**src/rtl/c3lib_strap_pkg.sv**
```systemverilog
// Shared types and helpers for the strap capture block: FSM encoding,
// default parameter values and the shared counter width calculation.
package c3lib_strap_pkg;

    localparam int DEF_WIDTH      = 8;
    localparam int DEF_SETTLE_CYC = 16;
    localparam int DEF_CHK_PERIOD = 256;

    typedef enum logic [1:0] {
        SETTLE  = 2'd0,
        CAPTURE = 2'd1,
        HOLD    = 2'd2,
        CHECK   = 2'd3
    } strap_state_t;

    // One counter serves both the settle wait and the re-check interval.
    function automatic int cnt_width(input int settle_cyc, input int chk_period);
        int max_val;
        max_val = (settle_cyc > chk_period) ? settle_cyc : chk_period;
        return $clog2(max_val + 1);
    endfunction

endpackage

```
**src/rtl/c3lib_bitsync.sv**
```systemverilog
// Multi-bit, multi-stage flop synchroniser for quasi-static inputs.
// Each bit is synchronised independently; no coherency between bits is implied.
module c3lib_bitsync #(
    parameter int              WIDTH   = 1,
    parameter int              STAGES  = 2,
    parameter logic [WIDTH-1:0] RST_VAL = '0
) (
    input  logic             clk,
    input  logic             rst_n,
    input  logic [WIDTH-1:0] d,
    output logic [WIDTH-1:0] q
);

    logic [WIDTH-1:0] stage_reg [STAGES];

    genvar gi;
    generate
        for (gi = 0; gi < STAGES; gi++) begin : g_stage
            if (gi == 0) begin : g_first
                always_ff @(posedge clk or negedge rst_n) begin
                    if (!rst_n) stage_reg[gi] <= RST_VAL;
                    else        stage_reg[gi] <= d;
                end
            end else begin : g_next
                always_ff @(posedge clk or negedge rst_n) begin
                    if (!rst_n) stage_reg[gi] <= RST_VAL;
                    else        stage_reg[gi] <= stage_reg[gi-1];
                end
            end
        end
    endgenerate

    assign q = stage_reg[STAGES-1];

endmodule

```
**src/rtl/c3lib_strap_capture.sv**
```systemverilog
// Settles, synchronises and captures tie-cell strap bits, then periodically
// re-checks them and flags corruption; a software override can replace the output.
module c3lib_strap_capture
    import c3lib_strap_pkg::*;
#(
    parameter int WIDTH      = DEF_WIDTH,
    parameter int SETTLE_CYC = DEF_SETTLE_CYC,
    parameter int CHK_PERIOD = DEF_CHK_PERIOD
) (
    input  logic             clk,
    input  logic             rst_n,
    input  logic [WIDTH-1:0] strap_in,
    input  logic             ovrd_en,
    input  logic             ovrd_wr,
    input  logic [WIDTH-1:0] ovrd_val,
    input  logic             mismatch_clr,
    output logic [WIDTH-1:0] strap_out,
    output logic             strap_vld,
    output logic             strap_mismatch
);

    localparam int CW = cnt_width(SETTLE_CYC, CHK_PERIOD);
    localparam logic [CW-1:0] SETTLE_LAST = CW'(SETTLE_CYC - 1);
    localparam logic [CW-1:0] CHK_LAST    = CW'(CHK_PERIOD - 1);

    logic [WIDTH-1:0] strap_sync;
    logic [WIDTH-1:0] cap_reg;
    logic [WIDTH-1:0] ovrd_reg;
    logic [WIDTH-1:0] strap_out_reg;
    logic             vld_reg;
    logic             mismatch_reg;
    logic [CW-1:0]    cnt_reg;
    logic [CW-1:0]    cnt_inc;
    strap_state_t     state_reg;

    c3lib_bitsync #(
        .WIDTH   (WIDTH),
        .STAGES  (2),
        .RST_VAL ('0)
    ) u_sync (
        .clk   (clk),
        .rst_n (rst_n),
        .d     (strap_in),
        .q     (strap_sync)
    );

    assign cnt_inc = (&cnt_reg) ? cnt_reg : cnt_reg + 1'b1;

    always_ff @(posedge clk or negedge rst_n) begin
        if (!rst_n) begin
            state_reg     <= SETTLE;
            cnt_reg       <= '0;
            cap_reg       <= '0;
            ovrd_reg      <= '0;
            strap_out_reg <= '0;
            vld_reg       <= 1'b0;
            mismatch_reg  <= 1'b0;
        end else begin
            if (ovrd_wr) ovrd_reg <= ovrd_val;
            // A clear is overridden below if a CHECK mismatch lands in the same cycle.
            if (mismatch_clr) mismatch_reg <= 1'b0;
            strap_out_reg <= ovrd_en ? ovrd_reg : cap_reg;

            case (state_reg)
                SETTLE: begin
                    if (cnt_reg == SETTLE_LAST) begin
                        state_reg <= CAPTURE;
                        cnt_reg   <= '0;
                    end else begin
                        cnt_reg <= cnt_inc;
                    end
                end
                CAPTURE: begin
                    cap_reg   <= strap_sync;
                    vld_reg   <= 1'b1;
                    state_reg <= HOLD;
                    // Bypass so strap_out carries the captured word as strap_vld rises.
                    if (!ovrd_en) strap_out_reg <= strap_sync;
                end
                HOLD: begin
                    if (cnt_reg == CHK_LAST) begin
                        state_reg <= CHECK;
                        cnt_reg   <= '0;
                    end else begin
                        cnt_reg <= cnt_inc;
                    end
                end
                CHECK: begin
                    if (strap_sync != cap_reg) mismatch_reg <= 1'b1;
                    state_reg <= HOLD;
                end
                default: state_reg <= SETTLE;
            endcase
        end
    end

    assign strap_out      = strap_out_reg;
    assign strap_vld      = vld_reg;
    assign strap_mismatch = mismatch_reg;

endmodule

```
**config.mk**
```make
export PLATFORM = sky130hd
export DESIGN_NAME = c3lib_strap_capture
export DESIGN_NICKNAME = d
export VERILOG_FILES = /design/src/rtl/c3lib_strap_pkg.sv /design/src/rtl/c3lib_bitsync.sv /design/src/rtl/c3lib_strap_capture.sv
export SDC_FILE = /design/constraint.sdc
export NUM_CORES = 1
export LEC_CHECK = 0
export CORE_ASPECT_RATIO = 0.9
export CORE_MARGIN = 3
export CORE_UTILIZATION = 40
export DETAILED_ROUTE_END_ITERATION = 16
export GPL_TIMING_DRIVEN = 0
export PLACE_DENSITY = 0.59
export SETUP_SLACK_MARGIN = 0.15
export SYNTH_ARGS = -nofsm -noshare
export SYNTH_HDL_FRONTEND = slang
export SYNTH_SLANG_ARGS = --single-unit
```
**constraint.sdc**
```tcl
create_clock -name clk -period 2.15 [get_ports clk]
set_input_delay 0.5375 -clock clk [delete_from_list [all_inputs] [get_ports clk]]
set_output_delay 0.5375 -clock clk [all_outputs]
set_load 0.005 [all_outputs]
```
==> impl_metrics.toml, run 1 <==
[status]
status = "finished, final reports clean"

[clock_network]
cts_setup_buffers = 0
clk_latency_ns = 0.29
cts_max_path_buffers = 2
cts.clk_slew.worst_paths_ns = 0.09
numClockSinks = 53
cts_tree = "done"
post_cts_resized = 0
cts_buffers = 5
clock-root-buffer = "clkbuf_8"
htree_levels = 2
hold_buffers = 0

[final_layout]
final_core_util = 0.5210
fin_nets = 196
layout-drive-gt1-share = 0.2400
area_growth_pct = 23.97
stdcell_count = 240
diodes = 0
stdcell_area_um2 = 2550
n_fill_cell = 434
largest_reg_flops = 9

[synthesis]
synth_top_area_share = 0.6448
postSynthAreaPerCell_um2 = 14.91
ys.flop_type = "dfrtp_1"
synth_top_area_cell = "dfrtp_1"
yosysSeqAreaShare = 0.6448
yosysMostFrequentCell = "dfrtp_1"
synth.ff_latch_count = 53
async_flop_share = 1.000
synth-edff-count = 0
syn-cell-area_um2 = 2057
syn_nets = 160
synth.area.top_cells = "dfrtp_1, mux2_2, mux2_4"
yosys.cell_types.count = 34
synth_cells = 138
synthTopCellsByCount = "dfrtp_1, mux2_2, nor2_1, xnor2_1, mux2_4"
yosysWarnings = 0

[detailed_routing]
postRouteAntennaNets = 0
drc = 0
finalWirelength_um = 3332
wl_per_cell_um = 13.88
drt_iter0_drc = 61
drt_pre_antenna_iters = 3
viasPerCell = 4.788
vias = 1149

[critical_path]
rr_worst_depth = 4
worstPathRequired_ns = 1.61
critPathBufInv = 1
critical-path-max-stage-delay_ns = 0.51
cp_top_family = "buffers and inverters"
r2r_setup_slack_ns = 0.66
crit_chain = "clkdlybuf4s50_1"
critPathMaxFanout = 1
slowest_stage = "clkdlybuf4s50_1"
crit_type = "reg2out"
reg2reg_to = "cnt_reg[0]$_DFFE_PN0P_"
arrival_ns = 1.15
end_kind = "output port"
critPathLaunchType = "flip-flop"
r2r_start = "cnt_reg[5]$_DFFE_PN0P_"

[placed_design]
post-place-ws_ns = 0.6497
port-buffer-count = 28
dpl.hpwl_um = 2437
placed_cell_area_um2 = 2434
gp_congestion = 0.7516
dp.cells = 232

[global_routing]
track_usage = 0.1294
grt_max_degree = 37
overflow = 0
grt_antenna_before_repair = 0
first_global_vias = 1186
grt_pass1_wl_um = 5782

[sta]
setup_viol_count_final = 0
worst_pin_slew_ns = 0.5281
hold_slack_ns = 0.1705
skew_ns = 0.002921
drv_slew = 0
rsz0062_at_grt = "false"
fin_tns_setup_ns = 0
slew_headroom = 0.6479
hold_violations = 0
finalCriticalPeriod_ns = 1.683
fmax_mhz = 594.1
period_share = 0.7829
layout_setup_ws_ns = 0.4667

[floorplanning]
die_h_um = 74.03
start_util = 0.4202
core-area_um2 = 4895
row_count = 24
die_area_um2 = 6040
die_x_um = 81.59
ios = 31

[job]
drv_cap = 0

[pwr]
finalPower_mw = 1.902
power_density_nw_per_um2 = 745.8
ir_drop_v = 0.0003643
p_leak_nw = 1.036

[hold_path]
hp-class = "in2async"
-- cells in the final DEF (no fill, tap or decap), types with 4 or more instances in the layout --
master / instances
clkbuf_8: 6
clkdlybuf4s50_1: 27
dfrtp_1: 53
mux2_2: 16
mux2_4: 8
nand2_1: 4
nand4_1: 5
nor2_1: 10
xnor2_1: 10
-- how the worst max path moves through the flow --
stage,start,endpoint,slack [ns],cells after the start
3_5_place_dp,ovrd_en,strap_out[1]$_DFF_PN0_,0.65,2
5_1_grt,strap_mismatch$_DFF_PN0_,strap_mismatch,0.39,1
6_report,strap_out[5]$_DFF_PN0_,strap_out[5],0.47,1
2_1_floorplan,state_reg[0]$_DFFE_PN0P_,strap_out[0]$_DFF_PN0_,0.75,5
4_1_cts,strap_mismatch$_DFF_PN0_,strap_mismatch,0.44,1
3_3_place_gp,rst_n,u_sync.stage_reg[14]$_DFF_PN0_,-0.93,1
-- power breakdown --
part	internal [mW]	switching (mW)	leakage (nW)
Combinational	0.103	0.0543	0.344
Clock	0.379	0.293	0.0585
Sequential	1.05	0.0233	0.633
Total	1.53	0.371	1.04
-- metal layers --
layer	share of wire	global-route usage	up-vias
li1	-	-	556
met1	0.47	0.1734	566
met3	0.044	0.03753	4
met4	0.011	0.05535	0
met2	0.48	0.1980	23
met5	0	0	-
-- cell type report --
type | count | area [µm²] | area share
Multi-Input combinational cell | 79 | 691.9 | 0.2713
Clock buffer | 7 | 86.33 | 0.03386
Clock inverter | 1 | 30.03 | 0.01178
Timing Repair Buffer | 29 | 295.3 | 0.1158
Sequential cell | 53 | 1326 | 0.5201
Inverter | 1 | 3.754 | 0.001472
Tap cell | 65 | 81.33 | 0.03189
Buffer | 5 | 35.03 | 0.01374
-- cells by family after synthesis --
logic type,after synthesis,share of synthesized area
compound gates,13,0.04806
xor+xnor,11,0.04684
fa+ha+maj,1,0.006082
buf+inv,6,0.01885
flops,53,0.6448
mux,25,0.1509
simple gates,29,0.08455
(Power assumes the default switching activity.)
==> run 2: changes to the inputs <==
clock period = 1.6 ns   (was 2.15 ns; I/O delays follow)
==> run 2 against run 1 <==
Against the previous run: combinational power up 29%; cell count up 4.2%; clock skew about the same; clock-buffer cell count unchanged; clock power up 35%; critical endpoint is now strap_out[2]$_DFF_PN0_; largest cell class unchanged; largest power group unchanged.
==> impl_metrics.toml, run 2 (same netlist as run 1, synthesis figures left out) <==
[placed_design]
gp_congestion = 0.7516
port-buffer-count = 28
post-place-ws_ns = 0.1095
dpl.hpwl_um = 2437

[final_layout]
fin_nets = 206
largest_reg_flops = 9
layout_common_cells = "dfrtp_1, clkdlybuf4s50_1, mux2_2"
multi_input_area_um2 = 743.2
layout-drive-gt1-share = 0.3405
n_fill_cell = 411
area_growth_pct = 30.96
layout_commonest_cell = "dfrtp_1"
diodes = 0
regArea_um2 = 1329

[clock_network]
cts.clk_slew.worst_paths_ns = 0.09
clk_latency_ns = 0.29
htree_levels = 2
numClockSinks = 53
cts_tree = "done"
cts_max_path_buffers = 2
clock-root-buffer = "clkbuf_8"
cts_buffers = 5

[sta]
period_share = 0.9148
setup_viol_count_final = 0
fmax_mhz = 683.2
worst_pin_slew_ns = 0.5869
skew_ns = 0.003003
layout_setup_ws_ns = 0.1363
rsz0062_at_grt = "true"
drv_slew = 0
fin_tns_setup_ns = 0
slew_headroom = 0.6087
finalCriticalPeriod_ns = 1.464
hold_slack_ns = 0.03480
hold_violations = 0

[detailed_routing]
wl_per_cell_um = 14.29
finalWirelength_um = 3572
postRouteAntennaNets = 0
drt_iter0_drc = 53
vias = 1197
viasPerCell = 4.788
drt_pre_antenna_iters = 4
drc = 0

[critical_path]
critPathLaunchType = "flip-flop"
arrival_ns = 1.65
end_kind = "flip-flop"
slowest_stage = "dfrtp_1"
crit_type = "reg2reg"
crit_chain = "buf_6 > nor2b_4 > clkbuf_16 > mux2_4 > mux2_4"
critical-path-max-stage-delay_ns = 0.35
critPathMaxFanout = 4
crit_top_cell = "mux2_4"
worstPathRequired_ns = 1.79

[global_routing]
grt_pass1_wl_um = 6023
overflow = 0
first_global_vias = 1222
grt_max_degree = 37
grt_antenna_before_repair = 0
track_usage = 0.1351

[floorplanning]
core-area_um2 = 4895
ios = 31
row_count = 24
die_h_um = 74.03
die_area_um2 = 6040
start_util = 0.4202
die_x_um = 81.59

[pwr]
power_switching_uw = 502.1
internal-power_mw = 2.047
p_comb_frac = 0.080
p_sw_frac = 0.1969
ir_drop_v = 0.0004977
p_leak_nw = 1.130
power_density_nw_per_um2 = 946.4
p_clk_frac = 0.356
p_seq_frac = 0.565

[status]
status = "finished, final reports clean"

[job]
drv_cap = 0

[hold_path]
hp-class = "in2async"
[run 2: cell count changes in the layout (fill, tap and decap cells not counted), sizes merged]
cell | previous run | this run
dlymetal6s2s | 0 | 1
buf | 6 | 15
clkdlybuf4s50 | 27 | 17
clkbuf | 8 | 9
dlygate4sd2 | 0 | 9
[run 2: layout make-up]
cell class / count / area share
Tap cell: 65 / 0.03019
Timing Repair Buffer: 39 / 0.1407
Buffer: 5 / 0.01533
Clock buffer: 7 / 0.03205
Multi-Input combinational cell: 79 / 0.2759
Clock inverter: 1 / 0.01115
Sequential cell: 53 / 0.4933
Inverter: 1 / 0.001393
[run 2: through the flow]
step                power [mW]  utilization  instances  instance area (µm²)
floorplan                1.547            -        138                 2057
finish                   2.550       0.5504        250                 2694
global route             2.675       0.5504        250                 2694
global placement         1.674       0.4941        231                 2419
detailed placement       1.686       0.4972        232                 2434
CTS                      2.590       0.5337        246                 2613
[run 2: final timing paths]
path                            depth (start not counted)  slack, ns                     end                           from
worst max register to register                          5       0.14  strap_out[2]$_DFF_PN0_       state_reg[0]$_DFFE_PN0P_
max in group asynchronous                               2       1.04   u_sync.q[7]$_DFF_PN0_                          rst_n
worst min register to register                          0       0.35   u_sync.q[0]$_DFF_PN0_  u_sync.stage_reg[8]$_DFF_PN0_
worst max-delay path                                    5       0.14  strap_out[2]$_DFF_PN0_       state_reg[0]$_DFFE_PN0P_
worst min-delay path                                    1       0.03  strap_out[0]$_DFF_PN0_                          rst_n
min in group clk                                        0       0.35   u_sync.q[0]$_DFF_PN0_  u_sync.stage_reg[8]$_DFF_PN0_
[run 2: layer usage]
layer  global-route usage  wire, µm  vias up
li1                     -         -      572
met1               0.1845      1667      595
met2               0.2052      1724       26
met3              0.03753       142        4
met4              0.05535        38        0
met5                    0         0        -
[run 2: repair_timing]
item | 4_1_cts | 5_1_grt
hold buffers | 0 | 0
pin swaps | 2 | 5
setup buffers | 5 | 4
gates cloned | 1 | 0
gates resized for setup | 13 | 16
endpoints found under the setup margin | 24 | 18
[run 2: critical path: cells and delay by family (launching register included)]
| family | cells | cell delay (ns) |
|---|---|---|
| buf+inv | 2 | 0.26 |
| flops | 1 | 0.35 |
| mux | 2 | 0.56 |
| simple gates | 1 | 0.18 |
[run 2: power by group through the flow]
stage / combinational (mW) / sequential [mW] / clock (mW)
2_1_floorplan: 0.0825 / 1.46 / 0
3_3_place_gp: 0.207 / 1.47 / 0
3_5_place_dp: 0.217 / 1.47 / 0
4_1_cts: 0.206 / 1.44 / 0.942
5_1_grt: 0.224 / 1.45 / 1.00
6_report: 0.203 / 1.44 / 0.907
